`config.mk`:
```
export PLATFORM = sky130hd
export DESIGN_NAME = chroma_threshold_calibrator
export DESIGN_NICKNAME = d
export VERILOG_FILES = /design/src/rtl/chroma_pkg.sv /design/src/rtl/chroma_cal_divider.sv /design/src/rtl/chroma_threshold_calibrator.sv
export SDC_FILE = /design/constraint.sdc
export NUM_CORES = 1
export LEC_CHECK = 0
export CAP_MARGIN = 25
export CORE_MARGIN = 2
export CORE_UTILIZATION = 40
export DETAILED_ROUTE_END_ITERATION = 8
export GPL_ROUTABILITY_DRIVEN = 1
export REMOVE_ABC_BUFFERS = 1
export SKIP_LAST_GASP = 1
export SYNTH_ARGS = -nofsm -noshare
export SYNTH_HDL_FRONTEND = slang
export SYNTH_SLANG_ARGS = --single-unit
```
`constraint.sdc`:
```
create_clock -name clk -period 4.2 [get_ports clk]
set_input_delay 0.84 -clock clk [delete_from_list [all_inputs] [get_ports clk]]
set_output_delay 0.84 -clock clk [all_outputs]
set_load 0.01 [all_outputs]
```
`src/rtl/chroma_pkg.sv`:
```
// Shared types and helpers for the chroma threshold calibrator:
// pixel width, calibration FSM states and the threshold clamp function.
package chroma_pkg;

  localparam int PIX_W = 10;

  typedef enum logic [2:0] {
    IDLE,
    WAIT_SOF,
    ACCUM,
    DIVIDE,
    UPDATE
  } cal_state_e;

  // Signed subtract so a mean below the margin cannot wrap to a large threshold.
  function automatic logic [PIX_W-1:0] sat_sub_clamp(input logic [PIX_W-1:0] q,
                                                     input int               margin,
                                                     input int               floor);
    int diff;
    diff = int'(q) - margin;
    if (diff < floor) diff = floor;
    return diff[PIX_W-1:0];
  endfunction

endpackage

```
`src/rtl/chroma_cal_divider.sv`:
```
// Restoring unsigned serial divider: one quotient bit per cycle, done pulses
// DIVIDEND_W cycles after start is accepted.
module chroma_cal_divider #(
  parameter int DIVIDEND_W = 34,
  parameter int DIVISOR_W  = 24
) (
  input  logic                  clk,
  input  logic                  reset,
  input  logic                  start,
  input  logic [DIVIDEND_W-1:0] dividend,
  input  logic [DIVISOR_W-1:0]  divisor,
  output logic                  busy,
  output logic                  done,
  output logic [DIVIDEND_W-1:0] quotient
);

  localparam int STEP_W = $clog2(DIVIDEND_W + 1);

  logic [DIVISOR_W-1:0]  rem_q, rem_d;
  logic [DIVIDEND_W-1:0] quo_q, quo_d;
  logic [STEP_W-1:0]     step_q, step_d;
  logic                  busy_q, busy_d;
  logic                  done_q, done_d;
  logic [DIVISOR_W:0]    partial;
  logic [DIVISOR_W:0]    trial;

  always_comb begin
    // NOTE: every _d gets a default before any branch, so no path infers a latch.
    rem_d   = rem_q;
    quo_d   = quo_q;
    step_d  = step_q;
    busy_d  = busy_q;
    done_d  = 1'b0;
    partial = {rem_q, quo_q[DIVIDEND_W-1]};
    trial   = partial - {1'b0, divisor};

    if (start && !busy_q) begin
      rem_d  = '0;
      quo_d  = dividend;
      step_d = STEP_W'(DIVIDEND_W);
      busy_d = 1'b1;
    end else if (busy_q) begin
      // trial MSB set means the subtraction borrowed: restore and shift in 0.
      quo_d  = {quo_q[DIVIDEND_W-2:0], ~trial[DIVISOR_W]};
      rem_d  = trial[DIVISOR_W] ? partial[DIVISOR_W-1:0] : trial[DIVISOR_W-1:0];
      step_d = step_q - 1'b1;
      if (step_q == STEP_W'(1)) begin
        busy_d = 1'b0;
        done_d = 1'b1;
      end
    end
  end

  // NOTE: sequential state is written only with non-blocking assignments.
  always_ff @(posedge clk) begin
    if (reset) begin
      rem_q  <= '0;
      quo_q  <= '0;
      step_q <= '0;
      busy_q <= 1'b0;
      done_q <= 1'b0;
    end else begin
      rem_q  <= rem_d;
      quo_q  <= quo_d;
      step_q <= step_d;
      busy_q <= busy_d;
      done_q <= done_d;
    end
  end

  assign busy     = busy_q;
  assign done     = done_q;
  assign quotient = quo_q;

endmodule

```
`src/rtl/chroma_threshold_calibrator.sv`:
```
// Measures the mean green level of green-dominant pixels over CAL_FRAMES frames
// and publishes thG = max(mean - MARGIN, MIN_TH). CHROMA_CAL_AUTORUN_EN repeats runs forever.
module chroma_threshold_calibrator
  import chroma_pkg::*;
#(
  parameter int CAL_FRAMES = 2,
  parameter int MARGIN     = 64,
  parameter int MIN_TH     = 32,
  parameter int DEFAULT_TH = 512,
  parameter int CNT_W      = 24
) (
  input  logic             clk,
  input  logic             reset,
  input  logic [PIX_W-1:0] video_R,
  input  logic [PIX_W-1:0] video_G,
  input  logic [PIX_W-1:0] video_B,
  input  logic             pixel_valid,
  input  logic             sof,
  input  logic             cal_start,
  output logic [PIX_W-1:0] thG,
  output logic             busy,
  output logic             cal_done,
  output logic             cal_err
);

  localparam int SUM_W = CNT_W + PIX_W;

  cal_state_e       state_q, state_d;
  logic [CNT_W-1:0] cnt_q, cnt_d;
  logic [SUM_W-1:0] sum_q, sum_d;
  logic [3:0]       frame_q, frame_d;
  logic             issued_q, issued_d;
  logic             err_q, err_d;
  logic [PIX_W-1:0] quot_q, quot_d;
  logic [PIX_W-1:0] thg_q, thg_d;
  logic             done_q, done_d;
  logic             cal_err_q, cal_err_d;

  logic             qualify;
  logic             sof_hit;
  logic [CNT_W-1:0] acc_cnt;
  logic [SUM_W-1:0] acc_sum;
  logic             div_start;
  logic             div_busy;
  logic             div_done;
  logic [SUM_W-1:0] div_quotient;
  logic             unused_quot_hi;

  assign qualify        = pixel_valid && (video_G > video_R) && (video_G > video_B);
  assign sof_hit        = pixel_valid && sof;
  assign unused_quot_hi = |div_quotient[SUM_W-1:PIX_W];

  // A saturated count freezes both count and sum so the mean stays meaningful.
  always_comb begin
    acc_cnt = cnt_q;
    acc_sum = sum_q;
    if (qualify && (cnt_q != '1)) begin
      acc_cnt = cnt_q + 1'b1;
      acc_sum = sum_q + SUM_W'(video_G);
    end
  end

  always_comb begin
    state_d   = state_q;
    cnt_d     = cnt_q;
    sum_d     = sum_q;
    frame_d   = frame_q;
    issued_d  = issued_q;
    err_d     = err_q;
    quot_d    = quot_q;
    thg_d     = thg_q;
    done_d    = 1'b0;
    cal_err_d = cal_err_q;
    div_start = 1'b0;

    unique case (state_q)
      IDLE: begin
        if (cal_start) begin
          cnt_d     = '0;
          sum_d     = '0;
          frame_d   = '0;
          cal_err_d = 1'b0;
          state_d   = WAIT_SOF;
        end
      end
      WAIT_SOF: begin
        if (sof_hit) begin
          frame_d = 4'd1;
          cnt_d   = acc_cnt;
          sum_d   = acc_sum;
          state_d = ACCUM;
        end
      end
      ACCUM: begin
        if (sof_hit && (frame_q == 4'(CAL_FRAMES))) begin
          state_d  = DIVIDE;
          issued_d = 1'b0;
        end else begin
          cnt_d = acc_cnt;
          sum_d = acc_sum;
          if (sof_hit) frame_d = frame_q + 1'b1;
        end
      end
      DIVIDE: begin
        if (cnt_q == '0) begin
          err_d   = 1'b1;
          state_d = UPDATE;
        end else if (!issued_q && !div_busy) begin
          div_start = 1'b1;
          issued_d  = 1'b1;
        end else if (issued_q && div_done) begin
          err_d    = 1'b0;
          quot_d   = div_quotient[PIX_W-1:0];
          issued_d = 1'b0;
          state_d  = UPDATE;
        end
      end
      UPDATE: begin
        done_d    = 1'b1;
        cal_err_d = err_q;
        if (!err_q) thg_d = sat_sub_clamp(quot_q, MARGIN, MIN_TH);
`ifdef CHROMA_CAL_AUTORUN_EN
        cnt_d   = '0;
        sum_d   = '0;
        frame_d = '0;
        state_d = WAIT_SOF;
`else
        state_d = IDLE;
`endif
      end
      default: state_d = IDLE;
    endcase
  end

  always_ff @(posedge clk) begin
    if (reset) begin
      state_q   <= IDLE;
      cnt_q     <= '0;
      sum_q     <= '0;
      frame_q   <= '0;
      issued_q  <= 1'b0;
      err_q     <= 1'b0;
      quot_q    <= '0;
      thg_q     <= PIX_W'(DEFAULT_TH);
      done_q    <= 1'b0;
      cal_err_q <= 1'b0;
    end else begin
      state_q   <= state_d;
      cnt_q     <= cnt_d;
      sum_q     <= sum_d;
      frame_q   <= frame_d;
      issued_q  <= issued_d;
      err_q     <= err_d;
      quot_q    <= quot_d;
      thg_q     <= thg_d;
      done_q    <= done_d;
      cal_err_q <= cal_err_d;
    end
  end

  chroma_cal_divider #(
    .DIVIDEND_W(SUM_W),
    .DIVISOR_W (CNT_W)
  ) u_divider (
    .clk     (clk),
    .reset   (reset),
    .start   (div_start),
    .dividend(sum_q),
    .divisor (cnt_q),
    .busy    (div_busy),
    .done    (div_done),
    .quotient(div_quotient)
  );

  assign thG      = thg_q;
  assign busy     = (state_q != IDLE);
  assign cal_done = done_q;
  assign cal_err  = cal_err_q;

endmodule
```
# After elaboration in Yosys (flattened, before gate mapping)
# Index checks and enable logic that the tools add are counted.
[op_classes]
eq_ne = 17
bitwise_logic = 5
reduce_logical = 28
n_lt_le_gt_ge = 3
mux = 45
n_addsub = 6
[ops]
columns = ["operator", "count"]
rows = [
  ["$mux W34", 6],
  ["$mux W24", 5],
  ["$pmux W34 S3", 1],
  ["$pmux W24 S3", 1],
  ["$add A34 B10 Y34", 1],
  ["$sub A25 B24 Y25", 1],
  ["$add A24 B1 Y24 const B", 1],
  ["$logic_not A24 Y1", 1],
  ["$ne A24 B24 Y1 const B", 1],
  ["$gt A10 B10 Y1", 2],
  ["$mux W3", 6],
  ["$mux W4", 4],
  ["$mux W1", 15],
  ["$ne A2 B2 Y1 const B", 7],
  ["$mux W6", 2],
  ["$pmux W3 S4", 1],
  ["$pmux W4 S3", 1],
  ["$reduce_and A4 Y1", 3],
  ["$lt A11 B7 Y1 const B", 1],
  ["$sub A10 B7 Y11 const B", 1],
  ["$mux W10", 1],
  ["$reduce_and A5 Y1", 2],
  ["$ne A3 B3 Y1 const B", 3],
  ["$logic_and A1 B1 Y1", 8],
  ["other kinds (17)", 29],
]
[word_totals]
elab_cells = 120
output_inout_bits = 13
inputBits = 35
ff_bits = 155

# Logic depth before layout (Yosys ltp)
[depth]
word_depth = 7
depth_mapped = 15
depth_no_buf = 13

# Cells and area by module
# From an unflattened synthesis, not the netlist that was laid out.
[unflattened]
hier_cells = 1181
area_unflattened_um2 = 9500.4
[by_module_without_submodules]
columns = ["module", "area_per_inst_um2", "cells_each", "n_inst", "seq_area_each_um2"]
rows = [
  ["chroma_threshold_calibrator", 5139.9, 630, 1, 1781.7],
  ["chroma_cal_divider", 4360.4, 551, 1, 1321.3],
]

# Worst setup path after synthesis
# Ideal clock, no wire load.
[synth_timing]
kind = "input-to-reg"
start = "input port video_R[3]"
end = "register sum_q[12]"
setup_time_ns = 0.128
n_path_buf = 2
stages = 13
setup_slack_ns = 0.781
arrival_ns = 3.291
required_ns = 4.072
cell_sequence = "inv_1 -> ha_1 -> a21o_1 -> a21o_1 -> a221o_1 -> a221oi_1 -> nor4_4 -> a22oi_2 -> buf_2 -> buf_2 -> nor3_1 -> xnor2_1 -> nor2_1"
[synth_between]
elab_chain_len = 7
word_cells_on_any_way = 8
cone_classes = "order compare: 1; mux: 4; reduce/logical: 3"
[synth_lines]
columns = ["item", "line", "text"]
rows = [
  ["start: declaration", "chroma_threshold_calibrator.sv:14", "input logic [PIX_W-1:0] video_R,"],
  ["$gt A10 B10 Y1 *", "chroma_threshold_calibrator.sv:49", "assign qualify = pixel_valid && (video_G > video_R) && (video_G > video_B);"],
  ["$logic_and A1 B1 Y1 * (2 in series)", "chroma_threshold_calibrator.sv:49", ""],
  ["$logic_and A1 B1 Y1 *", "chroma_threshold_calibrator.sv:57", "if (qualify && (cnt_q != '1)) begin"],
  ["$mux W34 *", "chroma_threshold_calibrator.sv:57", ""],
  ["$mux W34 (on tied branches)", "chroma_threshold_calibrator.sv:95, chroma_threshold_calibrator.sv:87", ""],
  ["$pmux W34 S3 *", "chroma_threshold_calibrator.sv:76", "unique case (state_q)"],
  ["end signal: assignment", "chroma_threshold_calibrator.sv:150", "sum_q <= sum_d;"],
  ["end: declaration", "chroma_threshold_calibrator.sv:30", "logic [SUM_W-1:0] sum_q, sum_d;"],
]
# Mark *: on every way between the ends. The rest lies on a longest branch, timed or not. The select of a mux whose other input is x is not followed.
# A chain may end at the register's enable or synchronous reset.

# Worst setup path in the final report
[layout_timing]
start = "input port video_G[0]"
end = "register sum_q[22]"
[layout_between]
elab_chain_len = 7
word_cells_on_any_way = 10
cone_classes = "add/sub: 1; order compare: 2; mux: 4; reduce/logical: 3"
[layout_lines]
columns = ["item", "line", "text"]
rows = [
  ["start: declaration", "chroma_threshold_calibrator.sv:15", "input logic [PIX_W-1:0] video_G,"],
  ["branches (longest 4 deep; another with $add A34 B10 Y34)", "-", ""],
  ["$mux W34 *", "chroma_threshold_calibrator.sv:57", ""],
  ["$mux W34 (on tied branches)", "chroma_threshold_calibrator.sv:95, chroma_threshold_calibrator.sv:87", ""],
  ["$pmux W34 S3 *", "chroma_threshold_calibrator.sv:76", ""],
]
# Mark *: on every way between the ends. The select of a mux whose other input is x is not followed.

==> results.sh <==
export IMPL_synth_top_cells_by_area="sky130_fd_sc_hd__dfxtp_1 (35%), sky130_fd_sc_hd__ha_1 (8.7%), sky130_fd_sc_hd__a21oi_1 (6.5%), sky130_fd_sc_hd__nor2_1 (4.4%), sky130_fd_sc_hd__nand2_1 (4.0%)"
export IMPL_critPathArrivalTime_ns=4.03
export IMPL_layoutNonFillerInstCount=1412
export IMPL_vdd_ir_drop_max_mv=0.206
export IMPL_globalRouteTotalUtil=0.185
export IMPL_die_height_um=152
export IMPL_worst_pin_slew_ns=0.972
export IMPL_tns_ns=0
export IMPL_worst_rel_slew_slack=0.352
export IMPL_global_route_overflow_total=0
export IMPL_finalHoldViolCount=0
export IMPL_cts_buffers=17
export IMPL_finalSetupViolations=0
export IMPL_cap_viol_max_count=0
export IMPL_min_period_ns=3.69
export IMPL_nets=1218
export IMPL_io_buffers=47
export IMPL_post_detailed_route_drc_marker_count=0
export IMPL_gp_routability_congestion=0.824
export IMPL_antenna_cells=0
export IMPL_drive_above_1_share=0.0618
export IMPL_place_area_um2=9600
export IMPL_avgRoutedWirePerCell_um=15.1
export IMPL_h_tree_depth=4
export IMPL_initial_utilization=0.406
export IMPL_route_detailed_vias_per_inst=5.43
export IMPL_synth_largest_type_area_fraction=0.352
export IMPL_clock_sink_count=155
export IMPL_postRouteAntennaNets=0
export IMPL_synth_largest_area_cell="sky130_fd_sc_hd__dfxtp_1"
export IMPL_timing_final_max_slew_violations=0
export IMPL_netlist_area_um2=8810
export IMPL_synth_sequential_area_ratio=0.352
export IMPL_initial_antenna_violation_count=0
export IMPL_startpoint="video_G[0]"
export IMPL_cp_required_ns=4.55
export IMPL_synthArstFlopShare=0
export IMPL_synth_enable_flop_cells=0
export IMPL_rsz0062_at_grt="false"
export IMPL_setup_worst_path_start_class="input port"
export IMPL_final_cell_area_um2=10200
export IMPL_grt_pass1_wl_um=35800
export IMPL_syn_instance_count=1085
export IMPL_cts_hold_buffers=0
export IMPL_clock_root_buffer="sky130_fd_sc_hd__clkbuf_16"
export IMPL_floorplan_core_area_um2=21700
export IMPL_ioPinCount=48
export IMPL_min_delay_start="u_divider.quotient[22]"
export IMPL_synth_ff_type="sky130_fd_sc_hd__dfxtp_1"
export IMPL_count_of_cells_along_the_worst_hold_path=2
export IMPL_tritoncts="built"
export IMPL_area_growth_syn_to_layout_pct=15.3
export IMPL_timing_rr_end="u_divider.rem_q[22]"
export IMPL_fp_dieW_um=152
export IMPL_grt_max_degree=87
export IMPL_std_cell_rows=54
export IMPL_wirelength_um=21300
export IMPL_number_of_cells_after_detailed_placement=1381
export IMPL_detail_placement_hpwl_um=15100
export IMPL_worstReg2RegStart="cnt_q[12]"
export IMPL_worstHoldPathType="flop to flop"
export IMPL_hold_path_end="u_divider.quotient[22]"
export IMPL_power_density_nw_per_um2=360
export IMPL_clock_latency_ns=0.43
export IMPL_detailroute_via_count=7664
export IMPL_timing_reg2reg_setup_slack_ns=0.57
export IMPL_static_leakage_power_nw=3.93
export IMPL_highest_fanout_seen_on_the_critical_path=7
export IMPL_outcome="finished clean"
export IMPL_post_cts_buffers=0
export IMPL_fin_worst_skew_ns=0.0115
export IMPL_cts_buffer_depth=2
export IMPL_yosys_warnings=0
export IMPL_postSynthAreaPerCell_um2=8.12
export IMPL_path_clk_slew_ns=0.06
export IMPL_ff2ff_path_depth=14
export IMPL_detail_route_first_pass_iterations=4
export IMPL_netlist_cell_type_count=71
export IMPL_final_period_utilization=0.878
export IMPL_setup_worst_path_end_class="flop"
export IMPL_maximum_clock_frequency_mhz=271
export IMPL_via_count_of_the_first_global_routing_pass=7247
export IMPL_cts_resized=0
export IMPL_ys_seq_elements=155
export IMPL_critPathKind="input port to flop"
export IMPL_drt_iter0_drc=392
export IMPL_fp_dieArea_um2=23200
==> per-stage QoR <==
step                total power [mW]   util  setup slack, ns  hold WS (ns)
finish                          3.66  0.468            0.514         0.456
global route                    3.82  0.468            0.220         0.470
CTS                             3.70  0.468            0.503         0.459
detailed placement              2.22  0.443           0.0868         0.449
global placement                2.22  0.443            0.141         0.443
floorplan                       1.95      -           -0.379         0.431
==> cells in the final DEF, fill, tap and decap left out, types with 35 or more instances in the layout <==
cell,count
sky130_fd_sc_hd__ha_1,61
sky130_fd_sc_hd__nor2_1,102
sky130_fd_sc_hd__clkdlybuf4s50_1,46
sky130_fd_sc_hd__inv_1,69
sky130_fd_sc_hd__a21oi_1,114
sky130_fd_sc_hd__a22oi_1,44
sky130_fd_sc_hd__o21ai_0,45
sky130_fd_sc_hd__dfxtp_1,154
sky130_fd_sc_hd__nand2_1,95
sky130_fd_sc_hd__nor3_1,35
sky130_fd_sc_hd__xnor2_1,37
==> Yosys cell counts, drive strengths merged, types with 6 or more instances <==
library cell and n:
or2 6, nand2b 12, inv 70, a21oi 115
o31ai 6, a22oi 45, mux2i 23, nor2 103
nor3 37, xnor2 37, ha 61, nor2b 7
clkbuf 42, a22o 6, and3 11, a211oi 6
or3 18, buf 9, xor2 21, nand4 15
o21ai 51, dfxtp 155, or4 9, o211ai 6
a21o 21, o21bai 6, nor4 13, and4 6
nand2 96, nand3 24
==> report_power, final <==
part	total [mW]	switching, mW	internal, mW
registers	1.55	0.0500	1.50
clock network	1.46	0.646	0.818
logic	0.645	0.373	0.273
total	3.66	1.07	2.59
==> registers in the layout (all words and copies together) (netlist names), 3 cells and up <==
register            cells
frame_q                 4
thG                    10
state_q                 3
cnt_q                  24
u_divider.rem_q        24
u_divider.step_q        6
quot_q                 10
sum_q                  34
u_divider.quotient     34
==> layer usage <==
| layer | routed length, um | vias up | global-route usage |
|---|---|---|---|
| li1 | - | 3939 | - |
| met1 | 10600 | 3617 | 0.254 |
| met2 | 9930 | 93 | 0.304 |
| met3 | 573 | 15 | 0.0267 |
| met4 | 187 | 0 | 0.0498 |
| met5 | 0 | - | 0 |
==> worst max-delay path, stage by stage <==
cell                              delay [ns]
sky130_fd_sc_hd__clkdlybuf4s50_1        0.51
sky130_fd_sc_hd__ha_1                   0.19
sky130_fd_sc_hd__inv_1                  0.06
sky130_fd_sc_hd__fa_1                   0.39
sky130_fd_sc_hd__nor2b_1                0.12
sky130_fd_sc_hd__o21ai_0                0.11
sky130_fd_sc_hd__a21boi_0               0.28
sky130_fd_sc_hd__o21ai_1                0.11
sky130_fd_sc_hd__a21oi_1                0.20
sky130_fd_sc_hd__a311oi_1               0.18
sky130_fd_sc_hd__or4_1                  0.54
sky130_fd_sc_hd__or3_1                  0.35
sky130_fd_sc_hd__a21oi_1                0.15
==> worst max-delay path by stage <==
| stage | endpoint | slack [ns] | cells after the start |
|---|---|---|---|
| finish | sum_q[22] | 0.51 | 13 |
| global route | sum_q[22] | 0.22 | 13 |
| CTS | sum_q[22] | 0.50 | 13 |
| detailed placement | sum_q[22] | 0.09 | 13 |
| global placement | sum_q[22] | 0.14 | 13 |
| floorplan | u_divider.quotient[0] | -0.38 | 4 |
==> cells by family (layout without fill, tap and decap cells) <==
logic type / Yosys count / count (layout) / share of synthesized area
DFF: 155 / 155 / 0.352
AOI/OAI and AO/OA: 293 / 293 / 0.208
buffers and inverters: 121 / 168 / 0.0540
adders and majority gates: 63 / 63 / 0.0912
and+or+nand+nor: 372 / 372 / 0.210
muxes: 23 / 23 / 0.0261
xor gates and xnor gates: 58 / 58 / 0.0577
==> final cells by class <==
class | count | area (um^2)
flip-flops and latches | 155 | 3100
inverters | 70 | 263
clock buffers | 19 | 433
well taps | 280 | 350
fillers | 2150 | 11500
multi-input cells | 809 | 5240
clock inverters | 12 | 119
repair buffers | 67 | 641
Note: power is estimated with default switching activity, not from simulation.
